**src/rtl/hazard_ctrl_unit.sv**
```systemverilog
// Hazard control for the 5-stage RV32 pipeline: forwarding, load-use stall, control flush and MUL/DIV stall sequencing.
// Outputs are combinational from inputs and FSM state; HAZARD_PERF_CNT_EN adds saturating StallCnt/FlushCnt counters.
module hazard_ctrl_unit #(
    parameter int REG_AW = 5,
    parameter int MC_LAT = 4,
    parameter int CNT_W  = 16
) (
    input  logic              clk,
    input  logic              rst,
    input  logic [REG_AW-1:0] RS1_D,
    input  logic [REG_AW-1:0] RS2_D,
    input  logic [REG_AW-1:0] RS1_E,
    input  logic [REG_AW-1:0] RS2_E,
    input  logic [REG_AW-1:0] Rd_E,
    input  logic              Load_E,
    input  logic              MultiCyc_E,
    input  logic              PCSrc_E,
    input  logic              RegWrite_M,
    input  logic              RegWrite_W,
    input  logic [REG_AW-1:0] Rd_M,
    input  logic [REG_AW-1:0] Rd_W,
    output logic [1:0]        ForwardAE,
    output logic [1:0]        ForwardBE,
    output logic              Stall_F,
    output logic              Stall_D,
    output logic              Stall_E,
    output logic              Flush_D,
    output logic              Flush_E,
    output logic              Flush_M,
    output logic              MC_Busy,
    output logic              MC_Done
`ifdef HAZARD_PERF_CNT_EN
    ,
    output logic [CNT_W-1:0]  StallCnt,
    output logic [CNT_W-1:0]  FlushCnt
`endif
);

    typedef enum logic [1:0] {IDLE, BUSY, DONE} mc_state_e;

    localparam int               CTR_W    = 4;
    localparam bit               MC_EN    = (MC_LAT > 1);
    localparam logic [CTR_W-1:0] CTR_LOAD = MC_EN ? CTR_W'(MC_LAT - 2) : '0;

    mc_state_e        state_q, state_d;
    logic [CTR_W-1:0] ctr_q, ctr_d;

    logic busy;
    logic load_use;

    // Memory stage wins over Writeback since it holds the younger result; x0 is never forwarded.
    function automatic logic [1:0] fwd_sel(
        input logic [REG_AW-1:0] rs,
        input logic              we_m,
        input logic [REG_AW-1:0] rd_m,
        input logic              we_w,
        input logic [REG_AW-1:0] rd_w
    );
        logic [1:0] sel;
        sel = 2'b00;
        if (we_m && (rd_m != '0) && (rd_m == rs)) begin
            sel = 2'b10;
        end else if (we_w && (rd_w != '0) && (rd_w == rs)) begin
            sel = 2'b01;
        end
        return sel;
    endfunction

    always_comb begin
        state_d = state_q;
        ctr_d   = ctr_q;
        case (state_q)
            IDLE: begin
                if (MultiCyc_E && MC_EN) begin
                    state_d = BUSY;
                    ctr_d   = CTR_LOAD;
                end
            end
            BUSY: begin
                if (ctr_q == '0) begin
                    state_d = DONE;
                end else begin
                    ctr_d = ctr_q - 1'b1;
                end
            end
            DONE:    state_d = IDLE;
            default: state_d = IDLE;
        endcase
    end

    always_ff @(posedge clk or negedge rst) begin
        if (!rst) begin
            state_q <= IDLE;
            ctr_q   <= '0;
        end else begin
            state_q <= state_d;
            ctr_q   <= ctr_d;
        end
    end

    // Everything is qualified by rst so the unit is quiet while reset is held.
    always_comb begin
        busy     = (state_q == BUSY);
        load_use = Load_E && (Rd_E != '0) && ((Rd_E == RS1_D) || (Rd_E == RS2_D));

        ForwardAE = rst ? fwd_sel(RS1_E, RegWrite_M, Rd_M, RegWrite_W, Rd_W) : 2'b00;
        ForwardBE = rst ? fwd_sel(RS2_E, RegWrite_M, Rd_M, RegWrite_W, Rd_W) : 2'b00;

        // A taken branch squashes Decode, so a coincident load-use needs no stall.
        Stall_F = rst && (busy || (load_use && !PCSrc_E));
        Stall_D = Stall_F;
        Stall_E = rst && busy;
        Flush_D = rst && !busy && PCSrc_E;
        Flush_E = rst && !busy && (PCSrc_E || load_use);
        Flush_M = rst && busy;
        MC_Busy = rst && busy;
        MC_Done = rst && (MC_EN ? (state_q == DONE) : MultiCyc_E);
    end

`ifdef HAZARD_PERF_CNT_EN
    logic [CNT_W-1:0] stall_cnt_q, stall_cnt_d;
    logic [CNT_W-1:0] flush_cnt_q, flush_cnt_d;

    always_comb begin
        stall_cnt_d = stall_cnt_q;
        flush_cnt_d = flush_cnt_q;
        if (Stall_D && (stall_cnt_q != '1)) begin
            stall_cnt_d = stall_cnt_q + 1'b1;
        end
        if ((Flush_D || Flush_E) && (flush_cnt_q != '1)) begin
            flush_cnt_d = flush_cnt_q + 1'b1;
        end
    end

    always_ff @(posedge clk or negedge rst) begin
        if (!rst) begin
            stall_cnt_q <= '0;
            flush_cnt_q <= '0;
        end else begin
            stall_cnt_q <= stall_cnt_d;
            flush_cnt_q <= flush_cnt_d;
        end
    end

    assign StallCnt = stall_cnt_q;
    assign FlushCnt = flush_cnt_q;
`endif

endmodule

```
**config.mk**
```make
export PLATFORM = sky130hd
export DESIGN_NAME = hazard_ctrl_unit
export DESIGN_NICKNAME = d
export VERILOG_FILES = /design/src/rtl/hazard_ctrl_unit.sv
export SDC_FILE = /design/constraint.sdc
export NUM_CORES = 1
export LEC_CHECK = 0
export CAP_MARGIN = 30
export CORE_MARGIN = 2
export CORE_UTILIZATION = 37
export DETAILED_ROUTE_END_ITERATION = 6
export HOLD_SLACK_MARGIN = 0.1
export PLACE_DENSITY_LB_ADDON = 0.25
export SLEW_MARGIN = 20
export SYNTH_ARGS = -nofsm -noshare
export SYNTH_HDL_FRONTEND = slang
export SYNTH_SLANG_ARGS = --single-unit
```
**constraint.sdc**
```tcl
create_clock -name clk -period 4.7 [get_ports clk]
set_input_delay 0.94 -clock clk [delete_from_list [all_inputs] [get_ports clk]]
set_output_delay 0.94 -clock clk [all_outputs]
set_load 0.1 [all_outputs]
```
==> qor.yml, run 1 <==
grt_util_all_layers_pct: 20.7
clock_latency_ns: 0.25
maxSlewViolCount: 0
max_cap_violations: 0
reg2regPathDepth: 6
htreeDepth: 1
yosysTopAreaCell: "xor2_1"
die_h_um: 49.3
crit_slowest_cell: "or4_1"
power_leakage_nw: 0.569
root_buffer: "clkbuf_4"
grt_pass1_wl_um: 3930
hold_buffers: 0
rrSetupSlack_ns: 3.18
antenna_found_initial: 0
synth_area_sq_um: 759
ctsResizeCount: 0
clkSinkCount: 6
synth.distinct_cells: 27
hpwl_um: 1960
critPathTopFamily: "simple AND/OR/NAND/NOR gates"
fin_ws_ns: 0.910
grt_overflow: 0
regToRegStartpoint: "ctr_q[0]"
drive_gt1_share_pct: 15.9
cp_num_cells: 6
max_freq_mhz: 264
mostFrequentLayoutCells: "41 x clkdlybuf4s50_1, 26 x xor2_1, 13 x buf_4"
pre_cts_ws_ns: 0.913
drt_iter0_markers: 11
firstDrtPassIters: 4
internal_power_uw: 208
p_per_area_mw_per_mm2: 362
synth_area_leaders: "xor2_1 30%, dfrtp_1 20%, xnor2_1 6.9%"
boundaryPins: 54
cts_setup_buffers: 0
synth_ff_type: "dfrtp_1"
yosysSeqAreaShare_pct: 19.8
place_area_sq_mm: 0.00129
clk_pin_slew_ns: 0.04
hold_ws_ns: 0.571
drc: 0
min_period_over_period_pct: 80.6
clkPwrFrac_pct: 10.1
ant_nets: 0
rsz0062_at_grt: "no"
start_util_pct: 39.1
seqPwrFrac_pct: 18.3
status: "complete, no violations"
setup-violations-final: 0
r2r_end: "ctr_q[1]"
die_area_sq_mm: 0.00243
fin_area_sq_mm: 0.00131
synth_edf_count: 0
synth.net_count: 135
worst_ep_required_time_ns: 3.76
clockBufferDepth: 2
critPathLaunchType: "input pin"
numCtsBuffers: 3
finalCriticalPeriod_ns: 3.79
nets: 190
switchingPower_uw: 267
async_flop_share_pct: 100
grt_pass1_vias: 880
final_common_cell: "clkdlybuf4s50_1"
tns_ns: 0
crit_type: "input pin to output port"
via_count: 848
n_antenna_cell: 0
finClkSkew_ns: 0.000627
avgViaCountPerCell: 4.93
power_frac_comb_pct: 71.6
num_rows: 16
hold_violations: 0
cts_tree: "built"
crit_end: "ForwardAE[0]"
wl_per_cell_um: 13.2
ys_warn_count: 0
postSynthAreaPerCell_sq_um: 8.26
io_buffers: 53
max_stage_delay_ns: 0.56
ys_ff_latch: 6
swShare_pct: 56.2
grt_max_degree: 13
min_path_type: "flip-flop to flip-flop"
crit_start: "Rd_M[1]"
gp_congestion: 0.787
cp-end-kind: "output port"
syn_inst: 92
die_w_um: 49.3
drt-total-wl_um: 2270
relSlewSlack_pct: 67.3
path_buf_inv: 2
synth_top_cell_area_share_pct: 30.0
cp_cell_sequence: "clkdlybuf4s50_1 > or4_1 > o21ai_2 > nor4_1 > nor4_2 > buf_4"
arrival_ns: 2.85
path_max_fanout: 3
irDropWorstVdd_uv: 395
tightest_slew_ns: 0.489
syn_to_final_growth_pct: 72.8
coreArea_sq_mm: 0.00194
## tightest hold or removal path, stage by stage (launching register included)
cell and delay (ns):
dfrtp_1 0.37, xor2_1 0.08, nor2_1 0.08
## metal layers
metal | vias to the layer above | wire [um] | track usage [%]
li1 | 425 | - | -
met1 | 384 | 925 | 24.0
met2 | 37 | 1160 | 36.9
met3 | 2 | 160 | 3.99
met4 | 0 | 27 | 8.10
met5 | - | 0 | 0
## worst min-delay path by stage
stage,start,endpoint,slack [ns],cells after the start
final,ctr_q[2],ctr_q[2],0.57,2
after global routing,ctr_q[3],ctr_q[3],0.61,2
after CTS,ctr_q[3],ctr_q[3],0.58,2
after detailed placement,ctr_q[3],ctr_q[3],0.57,2
after global placement,ctr_q[3],ctr_q[3],0.53,2
after floorplan,ctr_q[3],ctr_q[3],0.50,2
## cell usage after synthesis, types with 2 or more instances
cell type	instances
and2_2	2
buf_4	3
dfrtp_1	6
inv_1	5
nand2_1	4
nand3_1	6
nor2_1	6
nor3_1	3
nor4_1	2
nor4_2	2
o21ai_0	2
o41ai_1	2
or4_1	5
xnor2_1	6
xor2_1	26
## flip-flops by register name, summed over array words and instances, names as in the netlist
name     count
ctr_q        4
state_q      2
## power groups by stage
stage          Combinational (mW)  Clock, mW  Sequential, mW
5_1_grt                     0.366     0.0530          0.0907
4_1_cts                     0.342     0.0495          0.0873
3_5_place_dp                0.341          0          0.0880
2_1_floorplan               0.261          0          0.0841
3_3_place_gp                0.333          0          0.0868
6_report                    0.340     0.0478          0.0871
## cell type report
type	instances	area [sq um]
inverter	5	18.8
fill	166	629
timing repair buffer	54	508
tap	27	33.8
multi-input combinational	77	579
sequential	6	150
clock buffer	3	22.5
## logic make-up after synthesis
kind of cell | after synthesis | share of synthesized area (%)
simple gates | 36 | 28.2
xor+xnor | 32 | 36.9
buf+inv | 9 | 5.93
compound gates | 8 | 7.58
flops | 6 | 19.8
fa+ha+maj | 1 | 1.65
## through the flow
step | utilization, % | total power [mW] | std cells
floorplan | - | 0.345 | 92
global placement | 66.4 | 0.420 | 169
detailed placement | 66.4 | 0.429 | 169
CTS | 67.6 | 0.479 | 172
global route | 67.6 | 0.510 | 172
finish | 67.6 | 0.475 | 172
Power figures use the tool's default switching activity.
==> inputs of run 2 (changes only) <==
--- a/config.mk
+++ b/config.mk
@@ -7,7 +7,7 @@
 export LEC_CHECK = 0
 export CAP_MARGIN = 30
 export CORE_MARGIN = 2
-export CORE_UTILIZATION = 37
+export CORE_UTILIZATION = 34
 export DETAILED_ROUTE_END_ITERATION = 6
 export HOLD_SLACK_MARGIN = 0.1
 export PLACE_DENSITY_LB_ADDON = 0.25
==> constraint.sdc (replaced) <==
create_clock -name clk -period 3.9 [get_ports clk]
set_input_delay 0.78 -clock clk [delete_from_list [all_inputs] [get_ports clk]]
set_output_delay 0.78 -clock clk [all_outputs]
set_load 0.1 [all_outputs]
==> run 2 against run 1 <==
First-iteration DRC count shrank 64%; sequential share of layout area fell by 0.95 points; clock power increased by 20%; register-to-register slack got worse by 0.78 ns; die area rose by 8.1%; core utilization down 1.6 points; combinational power increased by 30%; highest routed layer unchanged.
==> qor.yml, run 2 (same netlist as run 1, synthesis figures left out) <==
die_w_um: 51.3  # +4.0%
reg_top3: "ctr_q x4, state_q x2"
n_antenna_cell: 0  # unchanged
regToRegStartpoint: "ctr_q[0]"
drt_iter0_markers: 4  # -7
final_common_cell: "clkdlybuf4s50_1"
status: "complete, no violations"
tightest_slew_ns: 0.661  # +0.171 ns
finClkSkew_ns: 0.00541  # +0.00478 ns
p_per_area_mw_per_mm2: 423  # +17%
clockBufferDepth: 2  # unchanged
gp_congestion: 0.831  # +5.6%
grt_util_all_layers_pct: 19.9  # -0.83 points
via_count: 851  # +0.35%
ant_nets: 0  # unchanged
hold_buffers: 0  # unchanged
io_buffers: 53  # unchanged
crit_end: "Stall_F"
min_path_type: "flip-flop to flip-flop"
antenna_found_initial: 0  # unchanged
coreArea_sq_mm: 0.00217  # +12%
drive_gt1_share_pct: 15.9  # unchanged
cp_cell_sequence: "clkdlybuf4s50_1 > xor2_1 > nor3_1 > a22oi_1 > o41ai_2 > buf_12"
maxSlewViolCount: 0  # unchanged
numCtsBuffers: 3  # unchanged
die_h_um: 51.3  # +4.0%
hold_violations: 0  # unchanged
crit_start: "Rd_E[2]"
avgViaCountPerCell: 4.92  # -0.23%
grt_pass1_wl_um: 3950  # +0.33%
mostFrequentLayoutCells: "41 x clkdlybuf4s50_1, 26 x xor2_1, 8 x buf_12"
clk_pin_slew_ns: 0.05  # about the same
grt_use_met1_pct: 23.1  # -0.84 points
grt_overflow: 0  # unchanged
path_max_fanout: 3  # unchanged
rsz0062_at_grt: "no"
relSlewSlack_pct: 55.6  # -12 points
cts_tree: "built"
arrival_ns: 2.69  # -0.16 ns
clock_latency_ns: 0.25  # about the same
drc: 0  # unchanged
ctsResizeCount: 0  # unchanged
syn_to_final_growth_pct: 88.5
crit_type: "input pin to output port"
hpwl_um: 2040  # +4.0%
largest_reg_flops: 4  # unchanged
grt_pass1_vias: 896  # +1.8%
finalCriticalPeriod_ns: 3.47
power_leakage_nw: 0.593  # +4.3%
pre_cts_ws_ns: 0.459  # -0.453 ns
irDropWorstVdd_uv: 457  # +16%
use_met2_pct: 36.1  # -0.79 points
min_period_over_period_pct: 88.9
rrSetupSlack_ns: 2.40  # -0.78 ns
drt-total-wl_um: 2420  # +6.7%
grt_max_degree: 12  # -1
critPathTopFamily: "buffers and inverters"
num_rows: 17  # +1
firstDrtPassIters: 4  # unchanged
max_cap_violations: 0  # unchanged
fin_ws_ns: 0.433  # -0.477 ns
root_buffer: "clkbuf_4"
worst_ep_required_time_ns: 3.12  # -0.64 ns
critPathLaunchType: "input pin"
reg2regPathDepth: 6  # unchanged
max_freq_mhz: 288
htreeDepth: 1  # unchanged
cts_setup_buffers: 0  # unchanged
wl_per_cell_um: 14.0  # +6.1%
max_stage_delay_ns: 0.59  # +0.03 ns
hold_ws_ns: 0.548  # -0.0236 ns
cp-end-kind: "output port"
largest_register: "ctr_q"
path_buf_inv: 2  # unchanged
setup-violations-final: 0  # unchanged
r2r_end: "ctr_q[1]"
boundaryPins: 54  # unchanged
crit_slowest_cell: "o41ai_2"
start_util_pct: 35.0  # -4.1 points
grt_util_met3_pct: 5.56  # +1.6 points
cp_num_cells: 6  # unchanged
nets: 190  # unchanged
die_area_sq_mm: 0.00263  # +8.1%
globalRoute.busiestLayer: "met2"
clkSinkCount: 6  # unchanged
==> run 2: through the flow <==
| stage | instances | TNS (ns) | total power, mW | area, sq um | util (%) |
|---|---|---|---|---|---|
| 2_1_floorplan | 92 | -0.454 | 0.418 | 792 | - |
| 3_3_place_gp | 170 | 0 | 0.539 | 1410 | 64.9 |
| 3_5_place_dp | 170 | 0 | 0.549 | 1410 | 64.9 |
| 4_1_cts | 173 | 0 | 0.609 | 1430 | 66.0 |
| 5_1_grt | 173 | 0 | 0.649 | 1430 | 66.0 |
| 6_report | 173 | 0 | 0.606 | 1430 | 66.0 |
==> run 2: metal layers <==
layer	vias up	routed length, um
li1	423	-
met1	394	983
met2	32	1220
met3	2	211
met4	0	11
met5	-	0
==> run 2: layout make-up <==
| class | instances | area [sq um] |
|---|---|---|
| Multi-Input combinational cell | 77 | 597 |
| Timing Repair Buffer | 54 | 608 |
| Tap cell | 28 | 35.0 |
| Fill cell | 184 | 738 |
| Clock buffer | 3 | 22.5 |
| Inverter | 5 | 18.8 |
| Sequential cell | 6 | 150 |
==> run 2: tightest hold or removal path: cells and delay by family, from the launching register on <==
kind	cells	cell delay [ns]
xor gates and xnor gates	1	0.07
DFF	1	0.36
and+or+nand+nor	1	0.08
==> run 2: worst min-delay path by stage <==
stage / from / endpoint / slack (ns) / cells past startpoint
finish: ctr_q[3] / ctr_q[3] / 0.55 / 2
global route: ctr_q[3] / ctr_q[3] / 0.59 / 2
CTS: ctr_q[3] / ctr_q[3] / 0.55 / 2
detailed placement: ctr_q[3] / ctr_q[3] / 0.54 / 2
global placement: ctr_q[3] / ctr_q[3] / 0.53 / 2
floorplan: rst / ctr_q[0] / 0.48 / 0
==> run 2: report_power, final <==
| part | leakage, nW | switching [mW] | total [mW] | internal [mW] |
|---|---|---|---|---|
| sequential | 0.0738 | 0.0174 | 0.105 | 0.0879 |
| combinational | 0.505 | 0.289 | 0.443 | 0.154 |
| clock | 0.0138 | 0.0225 | 0.0573 | 0.0348 |
==> inputs of run 3 (changes only) <==
--- a/config.mk
+++ b/config.mk
@@ -11,6 +11,7 @@
 export DETAILED_ROUTE_END_ITERATION = 6
 export HOLD_SLACK_MARGIN = 0.1
 export PLACE_DENSITY_LB_ADDON = 0.25
+export SKIP_LAST_GASP = 1
 export SLEW_MARGIN = 20
 export SYNTH_ARGS = -nofsm -noshare
 export SYNTH_HDL_FRONTEND = slang
==> results of run 3 <==
Same layout as run 2: the final DEF is identical, and so are final timing and power.
